**src/rtl/alu_pkg.sv**
```systemverilog
// Shared definitions for the arbitrated ALU: opcodes, FSM encoding and the default operand width.
package alu_pkg;

    localparam int DATA_W_DEFAULT = 4;

    localparam logic [1:0] OP_ADD  = 2'b00;
    localparam logic [1:0] OP_SUB  = 2'b01;
    localparam logic [1:0] OP_MUL  = 2'b10;
    localparam logic [1:0] OP_PASS = 2'b11;

    typedef enum logic [1:0] {
        IDLE = 2'd0,
        EXEC = 2'd1,
        MUL  = 2'd2
    } state_t;

endpackage

```
**src/rtl/alu_arb_seq_if.sv**
```systemverilog
// Request/ack and result bus between two operand sources, the shared ALU and the result consumer.
// Optional status flags appear when ALU_ARB_STATUS_EN is defined.
interface alu_arb_seq_if
    import alu_pkg::*;
#(
    parameter int DATA_W = DATA_W_DEFAULT
);
    localparam int RES_W = 2 * DATA_W;

    logic [1:0]        req_i;
    logic [1:0]        op0_i;
    logic [DATA_W-1:0] x0_i;
    logic [DATA_W-1:0] y0_i;
    logic [1:0]        op1_i;
    logic [DATA_W-1:0] x1_i;
    logic [DATA_W-1:0] y1_i;
    logic [1:0]        ack_o;
    logic              busy_o;
    logic              res_valid_o;
    logic              res_id_o;
    logic [RES_W-1:0]  res_o;
`ifdef ALU_ARB_STATUS_EN
    logic              zero_o;
    logic              neg_o;
`endif

    modport master (
        output req_i, op0_i, x0_i, y0_i, op1_i, x1_i, y1_i,
`ifdef ALU_ARB_STATUS_EN
        input  zero_o, neg_o,
`endif
        input  ack_o, busy_o, res_valid_o, res_id_o, res_o
    );

    modport slave (
        input  req_i, op0_i, x0_i, y0_i, op1_i, x1_i, y1_i,
`ifdef ALU_ARB_STATUS_EN
        output zero_o, neg_o,
`endif
        output ack_o, busy_o, res_valid_o, res_id_o, res_o
    );

endinterface

```
**src/rtl/alu_mul_shift.sv**
```systemverilog
// Iterative unsigned shift-add multiplier: loads on start, iterates DATA_W cycles, then raises done for one cycle.
module alu_mul_shift #(
    parameter int DATA_W = 4
) (
    input  logic                  clk,
    input  logic                  reset,
    input  logic                  start,
    input  logic [DATA_W-1:0]     x,
    input  logic [DATA_W-1:0]     y,
    output logic                  done,
    output logic [2*DATA_W-1:0]   product
);
    localparam int RES_W = 2 * DATA_W;
    localparam int CNT_W = $clog2(DATA_W + 1);

    logic              running_reg;
    logic [CNT_W-1:0]  cnt_reg;
    logic [RES_W-1:0]  acc_reg;
    logic [RES_W-1:0]  mcand_reg;
    logic [DATA_W-1:0] mplier_reg;

    // mcand is shifted left each step, so adding it equals adding x << i.
    always_ff @(posedge clk) begin
        if (reset) begin
            running_reg <= 1'b0;
            cnt_reg     <= '0;
            acc_reg     <= '0;
            mcand_reg   <= '0;
            mplier_reg  <= '0;
        end else if (start) begin
            running_reg <= 1'b1;
            cnt_reg     <= CNT_W'(DATA_W);
            acc_reg     <= '0;
            mcand_reg   <= RES_W'(x);
            mplier_reg  <= y;
        end else if (running_reg) begin
            if (cnt_reg != '0) begin
                if (mplier_reg[0]) begin
                    acc_reg <= acc_reg + mcand_reg;
                end
                mcand_reg  <= mcand_reg << 1;
                mplier_reg <= mplier_reg >> 1;
                cnt_reg    <= cnt_reg - 1'b1;
            end else begin
                running_reg <= 1'b0;
            end
        end
    end

    assign done    = running_reg && (cnt_reg == '0);
    assign product = acc_reg;

endmodule

```
**src/rtl/alu_arb_seq.sv**
```systemverilog
// Round-robin arbiter and sequencer sharing one small ALU between two requesters.
// Define ALU_ARB_STATUS_EN to add registered zero/negative result flags.
module alu_arb_seq
    import alu_pkg::*;
#(
    parameter int DATA_W = DATA_W_DEFAULT
) (
    input  logic          clk,
    input  logic          reset,
    alu_arb_seq_if.slave  bus
);
    localparam int RES_W = 2 * DATA_W;

    state_t            state_reg;
    logic              last_grant_reg;
    logic [1:0]        op_reg;
    logic [DATA_W-1:0] x_reg;
    logic [DATA_W-1:0] y_reg;
    logic              id_reg;
    logic              res_id_reg;
    logic [RES_W-1:0]  res_reg;
    logic              valid_reg;

    logic              grant_any;
    logic              grant;
    logic [1:0]        sel_op;
    logic [DATA_W-1:0] sel_x;
    logic [DATA_W-1:0] sel_y;
    logic              mul_start;
    logic              mul_done;
    logic [RES_W-1:0]  mul_prod;
    logic [DATA_W:0]   sum_ext;
    logic [DATA_W:0]   diff_ext;
    logic [RES_W-1:0]  exec_res;

    // On a tie the requester that did not win last time is granted.
    assign grant_any = (state_reg == IDLE) && (bus.req_i != 2'b00);
    assign grant     = (bus.req_i == 2'b11) ? ~last_grant_reg : bus.req_i[1];
    assign sel_op    = grant ? bus.op1_i : bus.op0_i;
    assign sel_x     = grant ? bus.x1_i  : bus.x0_i;
    assign sel_y     = grant ? bus.y1_i  : bus.y0_i;
    assign mul_start = grant_any && (sel_op == OP_MUL);

    for (genvar gi = 0; gi < 2; gi++) begin : g_ack
        assign bus.ack_o[gi] = grant_any && (grant == 1'(gi));
    end

    alu_mul_shift #(.DATA_W(DATA_W)) u_mul (
        .clk     (clk),
        .reset   (reset),
        .start   (mul_start),
        .x       (sel_x),
        .y       (sel_y),
        .done    (mul_done),
        .product (mul_prod)
    );

    // One extra bit keeps the add carry and the subtract sign.
    assign sum_ext  = {1'b0, x_reg} + {1'b0, y_reg};
    assign diff_ext = {1'b0, x_reg} - {1'b0, y_reg};

    always_comb begin
        exec_res = '0;
        case (op_reg)
            OP_ADD:  exec_res = RES_W'(sum_ext);
            OP_SUB:  exec_res = {{(RES_W-DATA_W-1){diff_ext[DATA_W]}}, diff_ext};
            OP_PASS: exec_res = RES_W'(x_reg);
            default: exec_res = '0;
        endcase
    end

`ifdef ALU_ARB_STATUS_EN
    logic zero_reg;
    logic neg_reg;
    assign bus.zero_o = zero_reg;
    assign bus.neg_o  = neg_reg;
`endif

    always_ff @(posedge clk) begin
        if (reset) begin
            state_reg      <= IDLE;
            last_grant_reg <= 1'b1;
            op_reg         <= OP_ADD;
            x_reg          <= '0;
            y_reg          <= '0;
            id_reg         <= 1'b0;
            res_id_reg     <= 1'b0;
            res_reg        <= '0;
            valid_reg      <= 1'b0;
`ifdef ALU_ARB_STATUS_EN
            zero_reg       <= 1'b0;
            neg_reg        <= 1'b0;
`endif
        end else begin
            valid_reg <= 1'b0;
            case (state_reg)
                IDLE: begin
                    if (grant_any) begin
                        op_reg         <= sel_op;
                        x_reg          <= sel_x;
                        y_reg          <= sel_y;
                        id_reg         <= grant;
                        last_grant_reg <= grant;
                        state_reg      <= (sel_op == OP_MUL) ? MUL : EXEC;
                    end
                end
                EXEC: begin
                    res_reg    <= exec_res;
                    res_id_reg <= id_reg;
                    valid_reg  <= 1'b1;
`ifdef ALU_ARB_STATUS_EN
                    zero_reg   <= (exec_res == '0);
                    neg_reg    <= (op_reg == OP_SUB) && exec_res[RES_W-1];
`endif
                    state_reg  <= IDLE;
                end
                MUL: begin
                    if (mul_done) begin
                        res_reg    <= mul_prod;
                        res_id_reg <= id_reg;
                        valid_reg  <= 1'b1;
`ifdef ALU_ARB_STATUS_EN
                        zero_reg   <= (mul_prod == '0);
                        neg_reg    <= 1'b0;
`endif
                        state_reg  <= IDLE;
                    end
                end
                default: state_reg <= IDLE;
            endcase
        end
    end

    assign bus.busy_o      = (state_reg != IDLE);
    assign bus.res_valid_o = valid_reg;
    assign bus.res_id_o    = res_id_reg;
    assign bus.res_o       = res_reg;

endmodule

```
**src/flat_wrapper.sv**
```systemverilog
// flat-port wrapper written by rule: the top's interface ports become plain ports
module alu_arb_seq_flat import alu_pkg::*;
#(
    parameter int DATA_W = DATA_W_DEFAULT
)
  (clk, reset, bus_req_i, bus_op0_i, bus_x0_i, bus_y0_i, bus_op1_i, bus_x1_i, bus_y1_i, bus_ack_o, bus_busy_o, bus_res_valid_o, bus_res_id_o, bus_res_o);
  alu_arb_seq_if #(.DATA_W(DATA_W)) bus_i ();
  input  logic clk;
  input  logic reset;
  input wire logic [$bits(bus_i.req_i)-1:0] bus_req_i;
  input wire logic [$bits(bus_i.op0_i)-1:0] bus_op0_i;
  input wire logic [$bits(bus_i.x0_i)-1:0] bus_x0_i;
  input wire logic [$bits(bus_i.y0_i)-1:0] bus_y0_i;
  input wire logic [$bits(bus_i.op1_i)-1:0] bus_op1_i;
  input wire logic [$bits(bus_i.x1_i)-1:0] bus_x1_i;
  input wire logic [$bits(bus_i.y1_i)-1:0] bus_y1_i;
  output wire logic [$bits(bus_i.ack_o)-1:0] bus_ack_o;
  output wire logic [$bits(bus_i.busy_o)-1:0] bus_busy_o;
  output wire logic [$bits(bus_i.res_valid_o)-1:0] bus_res_valid_o;
  output wire logic [$bits(bus_i.res_id_o)-1:0] bus_res_id_o;
  output wire logic [$bits(bus_i.res_o)-1:0] bus_res_o;
  assign bus_i.req_i = bus_req_i;
  assign bus_i.op0_i = bus_op0_i;
  assign bus_i.x0_i = bus_x0_i;
  assign bus_i.y0_i = bus_y0_i;
  assign bus_i.op1_i = bus_op1_i;
  assign bus_i.x1_i = bus_x1_i;
  assign bus_i.y1_i = bus_y1_i;
  assign bus_ack_o = bus_i.ack_o;
  assign bus_busy_o = bus_i.busy_o;
  assign bus_res_valid_o = bus_i.res_valid_o;
  assign bus_res_id_o = bus_i.res_id_o;
  assign bus_res_o = bus_i.res_o;
  alu_arb_seq #(.DATA_W(DATA_W)) u_core (.clk(clk), .reset(reset), .bus(bus_i));
endmodule
```
**config.mk**
```make
export PLATFORM = sky130hd
export DESIGN_NAME = alu_arb_seq_flat
export DESIGN_NICKNAME = d
export VERILOG_FILES = /design/src/rtl/alu_pkg.sv /design/src/rtl/alu_arb_seq_if.sv /design/src/rtl/alu_mul_shift.sv /design/src/rtl/alu_arb_seq.sv /design/src/flat_wrapper.sv
export SDC_FILE = /design/constraint.sdc
export NUM_CORES = 1
export LEC_CHECK = 0
export ABC_AREA = 1
export CORE_UTILIZATION = 50
export CTS_BUF_LIST = sky130_fd_sc_hd__clkbuf_4 sky130_fd_sc_hd__clkbuf_8 sky130_fd_sc_hd__clkbuf_16
export DETAILED_ROUTE_END_ITERATION = 12
export PLACE_DENSITY = 0.81
export RECOVER_POWER = 25
export SYNTH_ARGS = -nofsm -noshare
export SYNTH_HDL_FRONTEND = slang
export SYNTH_SLANG_ARGS = --single-unit
```
**constraint.sdc**
```tcl
create_clock -name clk -period 1.7 [get_ports clk]
set_clock_uncertainty 0.2 [all_clocks]
set_input_delay 0.17 -clock clk [delete_from_list [all_inputs] [get_ports clk]]
set_output_delay 0.17 -clock clk [all_outputs]
set_load 0.005 [all_outputs]
```
==> impl_metrics.csv, run 1 <==
group,metric,value,unit
outcome,outcome,"complete, but fails checks",
outcome,failed_checks,"negative setup slack",
clock_tree,clkLatencyLatePin,0.30,ns
worst_setup_path,regToRegEndpoint,"u_core.bus.res_o[2]",
sta,relSlewSlack,75.10,%
global_routing,grt_start_max_net_pins,19,
flow_run,maxCapViolCount,0,
sta,hold_viol,0,
power_and_ir_drop,switching_share,32.63,%
global_routing,track_usage,25.54,%
power_and_ir_drop,power_frac_comb,34.2,%
synthesis,netlist_area,2820,sq um
routing,drc_errors,0,
synthesis,ys_seq_area_share,34.07,%
finish,nFillCells,371,
synthesis,syn_inst,395,
sta,slew_viol_final,0,
global_routing,grt_pass1_wl,12090,um
floorplanning,die_y,77.10,um
power_and_ir_drop,p_leak,1.830,nW
worst_setup_path,path_class,"register to register",
floorplanning,die-area,5944,sq um
clock_tree,clockBufferDepth,2,
hold_path,holdPathStages,6,
sta,tightest_slew,0.3696,ns
synthesis,yosysTopAreaCell,"dfxtp_1",
worst_setup_path,reg2reg_setup_slack,-0.02,ns
synthesis,syn_nets,442,
power_and_ir_drop,ir_worst_vdd,451.6,uV
sta,fin_hold_ws,0.1810,ns
finish,fin_area,4043,sq um
worst_setup_path,cp-start-kind,"register",
finish,final_common_cell,"nand2_1",
clock_tree,ctsHoldBuffers,0,
floorplanning,boundaryPins,37,
clock_tree,clock-sinks,48,
placement,dp_cells,535,
finish,final_cell_count_no_fill,554,
finish,synthToLayoutAreaGrowth,43.35,%
floorplanning,initial_core_util,53.51,%
power_and_ir_drop,clockPowerShare,24.0,%
routing,first_pass_iters,4,
global_routing,antenna_found_initial,0,
hold_path,worstHoldStart,"bus_req_i[0]",
routing,ant_nets,0,
global_routing,grt_remaining_overflow,0,
routing,drt_iter0_markers,144,
routing,drt-vias-per-instance,5.265,
floorplanning,die_x,77.10,um
sta,setup_viol,8,
routing,vias,2917,
power_and_ir_drop,p_sw,1.006,mW
finish,antennaDiodeCount,0,
placement,dpl.hpwl,5285,um
floorplanning,fp.coreArea,5270,sq um
sta,period_needed,1.717,ns
synthesis,ys_seq_elements,48,
worst_setup_path,r2r-start,"u_core.x_reg[0]",
finish,drive_above_1_share,31.40,%
clock_tree,ctsHtreeMaxLevel,2,
sta,grt_setup_unrepaired,"true",
sta,fin_ws,-0.01698,ns
placement,dpl_cell_area,3588,sq um
worst_setup_path,r2r_cells,9,
routing,routedWlPerCell,14.63,um
finish,multiInputGateArea,1874,sq um
synthesis,syn_area_per_cell,7.140,sq um
placement,io_buffers,36,
global_routing,grt_pass1_vias,2716,
worst_setup_path,cp-end-kind,"register",
power_and_ir_drop,intPower,2.076,mW
clock_tree,cts_made_buffers,5,
finish,final_cell_mix,"nand2_1, buf_4, nor2_1, dfxtp_1, inv_1",
worst_setup_path,crit_arrival,1.76,ns
placement,place.gp.congestion,0.9178,
hold_path,hold_class,"input pin to register",
finish,ff_latch_area,979.7,sq um
sta,timing.fmax,582.4,MHz
synthesis,yosysUniqueCellTypes,31,
power_and_ir_drop,p_per_area,762.4,nW/um^2
clock_tree,clk_pin_slew,0.09,ns
finish,final_nets,530,
synthesis,ys_top_cells_by_area,"dfxtp_1, nand2_1, ha_1",
routing,wirelength,8107,um
clock_tree,cts_tree,"yes",
power_and_ir_drop,power_frac_seq,41.8,%
clock_tree,root_buffer,"clkbuf_8",
sta,period_share,101.0,%
floorplanning,row_count,26,
worst_setup_path,cp.required,1.75,ns
synthesis,synth_top_area_share,34.07,%
sta,tns,-0.06397,ns
hold_path,hold_path_end,"u_core.state_reg[0]",
synthesis,ys_warn_count,0,
worst_setup_path,crit_fanout,3,
final cells by class:
type | count | area share [%]
inverter | 46 | 4.395
clock buffer | 7 | 2.228
timing repair buffer | 92 | 20.43
clock inverter | 1 | 0.1857
sequential | 48 | 24.23
tap | 70 | 2.167
multi-input combinational | 290 | 46.36
stage by stage:
stage,util [%],setup WS (ns),power [mW]
2_1_floorplan,-,0.02040,1.784
3_3_place_gp,68.09,-0.2345,2.168
3_5_place_dp,68.09,-0.2680,2.190
4_1_cts,71.58,-0.01472,2.962
5_1_grt,76.71,-0.1110,3.247
6_report,76.71,-0.01698,3.082
worst max-delay path, stage by stage (launching register included):
cell and delay (ns):
dfxtp_2 0.34, inv_2 0.07, ha_4 0.13, inv_2 0.04, fa_2 0.37, nand2_1 0.08, nand2_1 0.06, o221ai_2 0.17
nand2_1 0.08, a21oi_1 0.12
per-layer routing:
metal,global-route usage (%),vias up,part of all wire (%)
met4,6.981,0,1.9
met5,0,-,0
met2,45.45,81,52
li1,-,1452,-
met1,31.28,1367,42
met3,4.762,17,4.8
how the worst max path moves through the flow:
stage / endpoint / from / cells after the start
after floorplan: u_core.bus.res_o[5] / u_core.x_reg[0] / 9
after global placement: u_core.u_mul.mplier_reg[0] / bus_req_i[0] / 9
after detailed placement: u_core.u_mul.product[2] / bus_req_i[1] / 9
after CTS: u_core.bus.res_o[6] / u_core.x_reg[0] / 9
after global routing: u_core.x_reg[1] / u_core.state_reg[0] / 9
final: u_core.bus.res_o[2] / u_core.x_reg[0] / 9
power by group through the flow:
stage	registers [mW]	logic (mW)	clock network, mW
floorplan	1.30	0.486	0
global route	1.30	1.16	0.789
global placement	1.30	0.871	0
CTS	1.28	0.931	0.751
finish	1.29	1.05	0.739
detailed placement	1.30	0.889	0
logic make-up after synthesis:
group,synth area share (%)
adder cells (fa/ha/maj),11.00
AND/OR/NAND/NOR,27.15
buffers and inverters,8.341
XOR/XNOR,1.553
AO/OA/AOI/OAI,17.88
flip-flops,34.07
what timing repair did:
| action | 4_1_cts | 5_1_grt |
|---|---|---|
| pin swaps | 1 | 20 |
| gates cloned | 0 | 1 |
| endpoints found under the setup margin | 11 | 39 |
| resized for setup | 29 | 68 |
| setup buffers | 1 | 9 |
cell usage after synthesis (all sizes together):
cell	count
nand2	105
a21oi	52
dfxtp	48
inv	46
nor2	44
o21ai	23
ha	20
nand3	19
clkbuf	8
or2	5
buf	4
o211ai	4
fa	3
o21a	3
xor2	3
nand4	2
xnor2	2
a21o	1
o2111ai	1
o221ai	1
o22ai	1
Power figures use the tool's default switching activity.
==> inputs of run 2 (changes only) <==
--- a/config.mk
+++ b/config.mk
@@ -8,6 +8,6 @@
 export ABC_AREA = 1
-export CORE_UTILIZATION = 50
+export CORE_UTILIZATION = 55
 export CTS_BUF_LIST = sky130_fd_sc_hd__clkbuf_4 sky130_fd_sc_hd__clkbuf_8 sky130_fd_sc_hd__clkbuf_16
 export DETAILED_ROUTE_END_ITERATION = 12
-export PLACE_DENSITY = 0.81
+export PLACE_DENSITY = 0.85
 export RECOVER_POWER = 25
==> constraint.sdc (replaced) <==
create_clock -name clk -period 1.8 [get_ports clk]
set_clock_uncertainty 0.2 [all_clocks]
set_input_delay 0.54 -clock clk [delete_from_list [all_inputs] [get_ports clk]]
set_output_delay 0.54 -clock clk [all_outputs]
set_load 0.005 [all_outputs]
==> impl_metrics.csv, run 2 (synthesis results as in run 1) <==
group,metric,value,unit
outcome,outcome,"complete, but fails checks",
outcome,failed_checks,"negative setup slack",
power_and_ir_drop,finalPower,2.926,mW
finish,synthToLayoutAreaGrowth,39.22,%
worst_setup_path,crit_path_top_delay_cell,"clkdlybuf4s15_2",
placement,io_buffers,36,
worst_setup_path,cpMostUsedCell,"nand2_2",
floorplanning,initial_core_util,58.55,%
global_routing,antenna_found_initial,0,
floorplanning,boundaryPins,37,
sta,hold_viol,0,
sta,tns,-0.4483,ns
floorplanning,die_x,73.61,um
placement,dp_cells,522,
global_routing,grt_pass1_vias,2825,
clock_tree,clk_pin_slew,0.09,ns
global_routing,track_usage,30.12,%
sta,timing.fmax,526.4,MHz
worst_setup_path,crit_fanout,2,
routing,first_pass_iters,5,
floorplanning,die_y,73.61,um
worst_setup_path,r2r_cells,9,
flow_run,maxCapViolCount,0,
clock_tree,clockBufferDepth,2,
power_and_ir_drop,p_leak,1.823,nW
routing,drt-vias-per-instance,5.559,
finish,final_nets,521,
clock_tree,ctsHtreeMaxLevel,2,
finish,final_cell_count_no_fill,542,
worst_setup_path,path_cells,"clkdlybuf4s15_2, inv_1, nand2_2, nand2_2, nor2_1, buf_2",
finish,final_common_cell,"nand2_1",
routing,ant_nets,0,
placement,place.gp.congestion,0.8840,
clock_tree,clkLatencyLatePin,0.31,ns
floorplanning,fp.coreArea,4817,sq um
finish,post-route-util,81.51,%
finish,antennaDiodeCount,0,
placement,dpl.hpwl,5437,um
routing,wirelength,8822,um
power_and_ir_drop,p_per_area,745.2,nW/um^2
worst_setup_path,path_class,"input pin to primary output",
floorplanning,die-area,5418,sq um
finish,final_cell_mix,"nand2_1, nor2_1, buf_4, dfxtp_1, inv_1",
sta,slew_viol_final,0,
worst_setup_path,max_stage_delay,0.22,ns
clock_tree,root_buffer,"clkbuf_8",
routing,vias,3013,
global_routing,grt_pass1_wl,12360,um
worst_setup_path,cp-start-kind,"input pin",
worst_setup_path,path_buf_inv,3,
clock_tree,clock-sinks,48,
worst_setup_path,cp_top_family,"buffers and inverters",
clock_tree,cts_tree,"yes",
worst_setup_path,r2r-start,"u_core.x_reg[0]",
sta,tightest_slew,0.3772,ns
worst_setup_path,cp.required,1.06,ns
worst_setup_path,regToRegEndpoint,"u_core.bus.res_o[2]",
clock_tree,cts_made_buffers,5,
worst_setup_path,crit_arrival,1.16,ns
sta,fin_hold_ws,0.2844,ns
worst_setup_path,reg2reg_setup_slack,-0.05,ns
worst_setup_path,endpoint,"bus_ack_o[0]",
sta,period_share,105.5,%
worst_setup_path,cp.depth,6,
clock_tree,ctsHoldBuffers,0,
worst_setup_path,cp-end-kind,"primary output",
routing,drt_iter0_markers,182,
sta,setup_viol,10,
sta,period_needed,1.900,ns
floorplanning,row_count,25,
sta,grt_setup_unrepaired,"true",
worst_setup_path,startpoint,"bus_req_i[1]",
hold_path,hold_class,"register to register",
routing,routedWlPerCell,16.28,um
finish,drive_above_1_share,32.84,%
power_and_ir_drop,ir_worst_vdd,572.2,uV
sta,fin_ws,-0.09961,ns
sta,relSlewSlack,74.76,%
routing,drc_errors,0,
global_routing,grt_remaining_overflow,0,
global_routing,grt_start_max_net_pins,19,
-- run 2: changes by cell type in the layout (fill, tap and decap cells not counted), sizes merged, moves of 2 or more --
cell,previous run,this run
dlygate4sd2,1,11
clkdlybuf4s50,28,16
dlygate4sd3,3,1
buf,55,48
-- run 2: area by class of cell --
type / instances / area, sq um
flip-flops and latches: 48 / 975.9
inverters: 46 / 175.2
clock buffers: 6 / 82.58
well taps: 67 / 83.83
fillers: 290 / 890.9
repair inverters: 1 / 7.507
multi-input cells: 289 / 1864
repair buffers: 83 / 723.2
clock inverters: 2 / 13.76
-- run 2: worst min path at each step --
stage                                     from                         end  slack (ns)  cells after the start
floorplan           u_core.u_mul.mplier_reg[3]  u_core.u_mul.mplier_reg[3]        0.24                      2
CTS                    u_core.u_mul.cnt_reg[0]     u_core.u_mul.cnt_reg[0]        0.29                      2
finish                 u_core.u_mul.cnt_reg[0]     u_core.u_mul.cnt_reg[0]        0.28                      2
global route                   u_core.y_reg[2]             u_core.y_reg[2]        0.30                      2
detailed placement     u_core.u_mul.cnt_reg[0]     u_core.u_mul.cnt_reg[0]        0.27                      2
global placement    u_core.u_mul.mplier_reg[3]  u_core.u_mul.mplier_reg[3]        0.25                      2
-- run 2: routing by layer --
metal	track usage (%)	wire, um
met2	54.33	4544
met1	33.84	3321
met4	14.74	486
met5	0	0
met3	5.487	470
-- run 2: worst register-to-register path: stages (launching register included) --
cell and delay (ns):
dfxtp_2 0.35, inv_2 0.08, ha_4 0.13, inv_2 0.04, fa_2 0.42, nand2_2 0.08
nand2_2 0.06, o221ai_2 0.21, nand2_1 0.10, a21oi_2 0.13
-- run 2: report_power, final --
group / total (mW) / internal [mW] / switching [mW]
logic: 1.00 / 0.448 / 0.553
registers: 1.23 / 1.16 / 0.0739
clock network: 0.696 / 0.315 / 0.381
total: 2.93 / 1.92 / 1.01
-- run 2: timing repair --
item | 4_1_cts | 5_1_grt
resized for setup | 62 | 71
setup endpoints to repair | 54 | 37
hold endpoints to repair | 0 | 0
pin swaps | 9 | 20
cloned | 0 | 1
setup buffers | 8 | 4
-- run 2: metrics by stage --
stage	cell area, sq um	setup slack [ns]
global placement	3497	-0.7210
detailed placement	3497	-0.7641
finish	3926	-0.09961
global route	3926	-0.1294
CTS	3696	-0.07335
floorplan	2821	0.01109
==> inputs of run 3 (changes only) <==
- TNS_END_PERCENT: not set -> 1
==> impl_metrics.csv, run 3 (synthesis results as in run 1) <==
group,metric,value,unit
routing,routedWlPerCell,14.74,um
worst_setup_path,cp.required,1.85,ns
placement,dpl.hpwl,5437,um
outcome,failed_checks,"negative setup slack",
floorplanning,boundaryPins,37,
floorplanning,die_x,73.61,um
worst_setup_path,max_stage_delay,0.38,ns
finish,fin_area,3790,sq um
placement,dpl_cell_area,3497,sq um
power_and_ir_drop,p_per_area,745.5,nW/um^2
clock_tree,ctsHtreeMaxLevel,2,
worst_setup_path,crit_fanout,5,
floorplanning,fp.coreArea,4817,sq um
placement,io_buffers,36,
worst_setup_path,crit_arrival,1.97,ns
sta,period_needed,1.916,ns
outcome,outcome,"complete, but fails checks",
worst_setup_path,cp_top_family,"compound AO/OA/AOI/OAI gates",
worst_setup_path,path_class,"register to register",
global_routing,grt_pass1_vias,2725,
flow_run,maxCapViolCount,0,
hold_path,hold_class,"register to register",
clock_tree,cts_made_buffers,5,
routing,vias,2877,
routing,ant_nets,0,
power_and_ir_drop,ir_worst_vdd,542.5,uV
sta,tightest_slew,0.3283,ns
finish,final_nets,514,
global_routing,grt_pass1_wl,11800,um
clock_tree,clk_pin_slew,0.09,ns
routing,dr_wl_met3,366,um
global_routing,grt_start_max_net_pins,19,
routing,drc_errors,0,
power_and_ir_drop,finalPower,2.825,mW
clock_tree,cts_tree,"yes",
placement,place.gp.congestion,0.8840,
global_routing,antenna_found_initial,0,
worst_setup_path,cpMostUsedCell,"nand2_1",
worst_setup_path,crit_path_top_delay_cell,"ha_1",
finish,synthToLayoutAreaGrowth,34.38,%
sta,fin_ws,-0.1159,ns
floorplanning,initial_core_util,58.55,%
sta,timing.fmax,522.0,MHz
finish,post-route-util,78.68,%
clock_tree,clkLatencyLatePin,0.31,ns
finish,antennaDiodeCount,0,
floorplanning,die_y,73.61,um
worst_setup_path,cp-end-kind,"register",
clock_tree,clockBufferDepth,2,
routing,wirelength,7887,um
clock_tree,clock-sinks,48,
routing,drt-vias-per-instance,5.378,
sta,slew_viol_final,0,
routing,wl_met1,3153,um
sta,period_share,106.4,%
floorplanning,row_count,25,
finish,drive_above_1_share,26.71,%
worst_setup_path,path_cells,"ha_1, a21oi_1, nand2_1, a21oi_1, nand2_1, nand2_1, nor2_1, nor2_1",
sta,relSlewSlack,78.02,%
routing,first_pass_iters,4,
finish,final_common_cell,"nand2_1",
routing,drt_iter0_markers,216,
routing,dr_wl_met2,4182,um
worst_setup_path,cp-start-kind,"register",
finish,final_cell_mix,"nand2_1, dfxtp_1, nor2_1, inv_1, a21oi_1",
clock_tree,root_buffer,"clkbuf_8",
global_routing,track_usage,28.62,%
routing,topRoutingLayerUsed,"met4",
sta,hold_viol,0,
power_and_ir_drop,p_leak,1.807,nW
sta,grt_setup_unrepaired,"true",
global_routing,grt_remaining_overflow,0,
worst_setup_path,path_buf_inv,0,
sta,setup_viol,5,
sta,fin_hold_ws,0.2791,ns
floorplanning,die-area,5418,sq um
[run 3: metrics by stage]
stage	instances	worst slack, ns	TNS (ns)
after global placement	522	-0.7210	-20.93
after global routing	535	-0.1879	-1.980
after CTS	531	-0.07408	-0.2641
final	535	-0.1159	-0.2840
after detailed placement	522	-0.7641	-23.21
after floorplan	395	0.01109	0
[run 3: final cells by class]
class	count	area [sq um]
multi-input combinational	290	1790
inverter	46	175.2
timing repair buffer	75	666.9
fill	326	1027
timing repair inverter	1	7.507
clock inverter	2	13.76
clock buffer	6	82.58
sequential	48	969.7
tap	67	83.83
[run 3: path summary, 6_finish.rpt]
| kind | end | cells past startpoint | start | slack (ns) |
|---|---|---|---|---|
| min | u_core.u_mul.cnt_reg[0] | 2 | u_core.u_mul.cnt_reg[0] | 0.28 |
| min reg2reg | u_core.u_mul.cnt_reg[0] | 2 | u_core.u_mul.cnt_reg[0] | 0.28 |
| max | u_core.u_mul.product[5] | 8 | u_core.u_mul.product[2] | -0.12 |
| max reg2reg | u_core.u_mul.product[5] | 8 | u_core.u_mul.product[2] | -0.12 |
[run 3: where the power goes]
group,internal [mW],switching (mW)
clock network,0.314,0.377
registers,1.15,0.0650
logic,0.411,0.504
[run 3: worst reg2reg max path: stages, from the launching register on]
cell and delay [ns]:
dfxtp_1 0.35, ha_1 0.38, a21oi_1 0.24, nand2_1 0.14, a21oi_1 0.26, nand2_1 0.09, nand2_1 0.07, nor2_1 0.04
nor2_1 0.09
[run 3: timing repair]
item / in CTS / in global routing
cloned: 0 / 2
setup endpoints to repair: 54 / 34
pin swaps: 4 / 9
setup buffers: 1 / 2
endpoints found under the hold margin: 0 / 0
hold buffers: 0 / 0
resized for setup: 50 / 48
[run 3: routing by layer]
layer  up-vias  global-route usage (%)
met2        92                   52.50
li1       1420                       -
met1      1345                   32.51
met5         -                       0
met3        20                   5.213
met4         0                   11.32
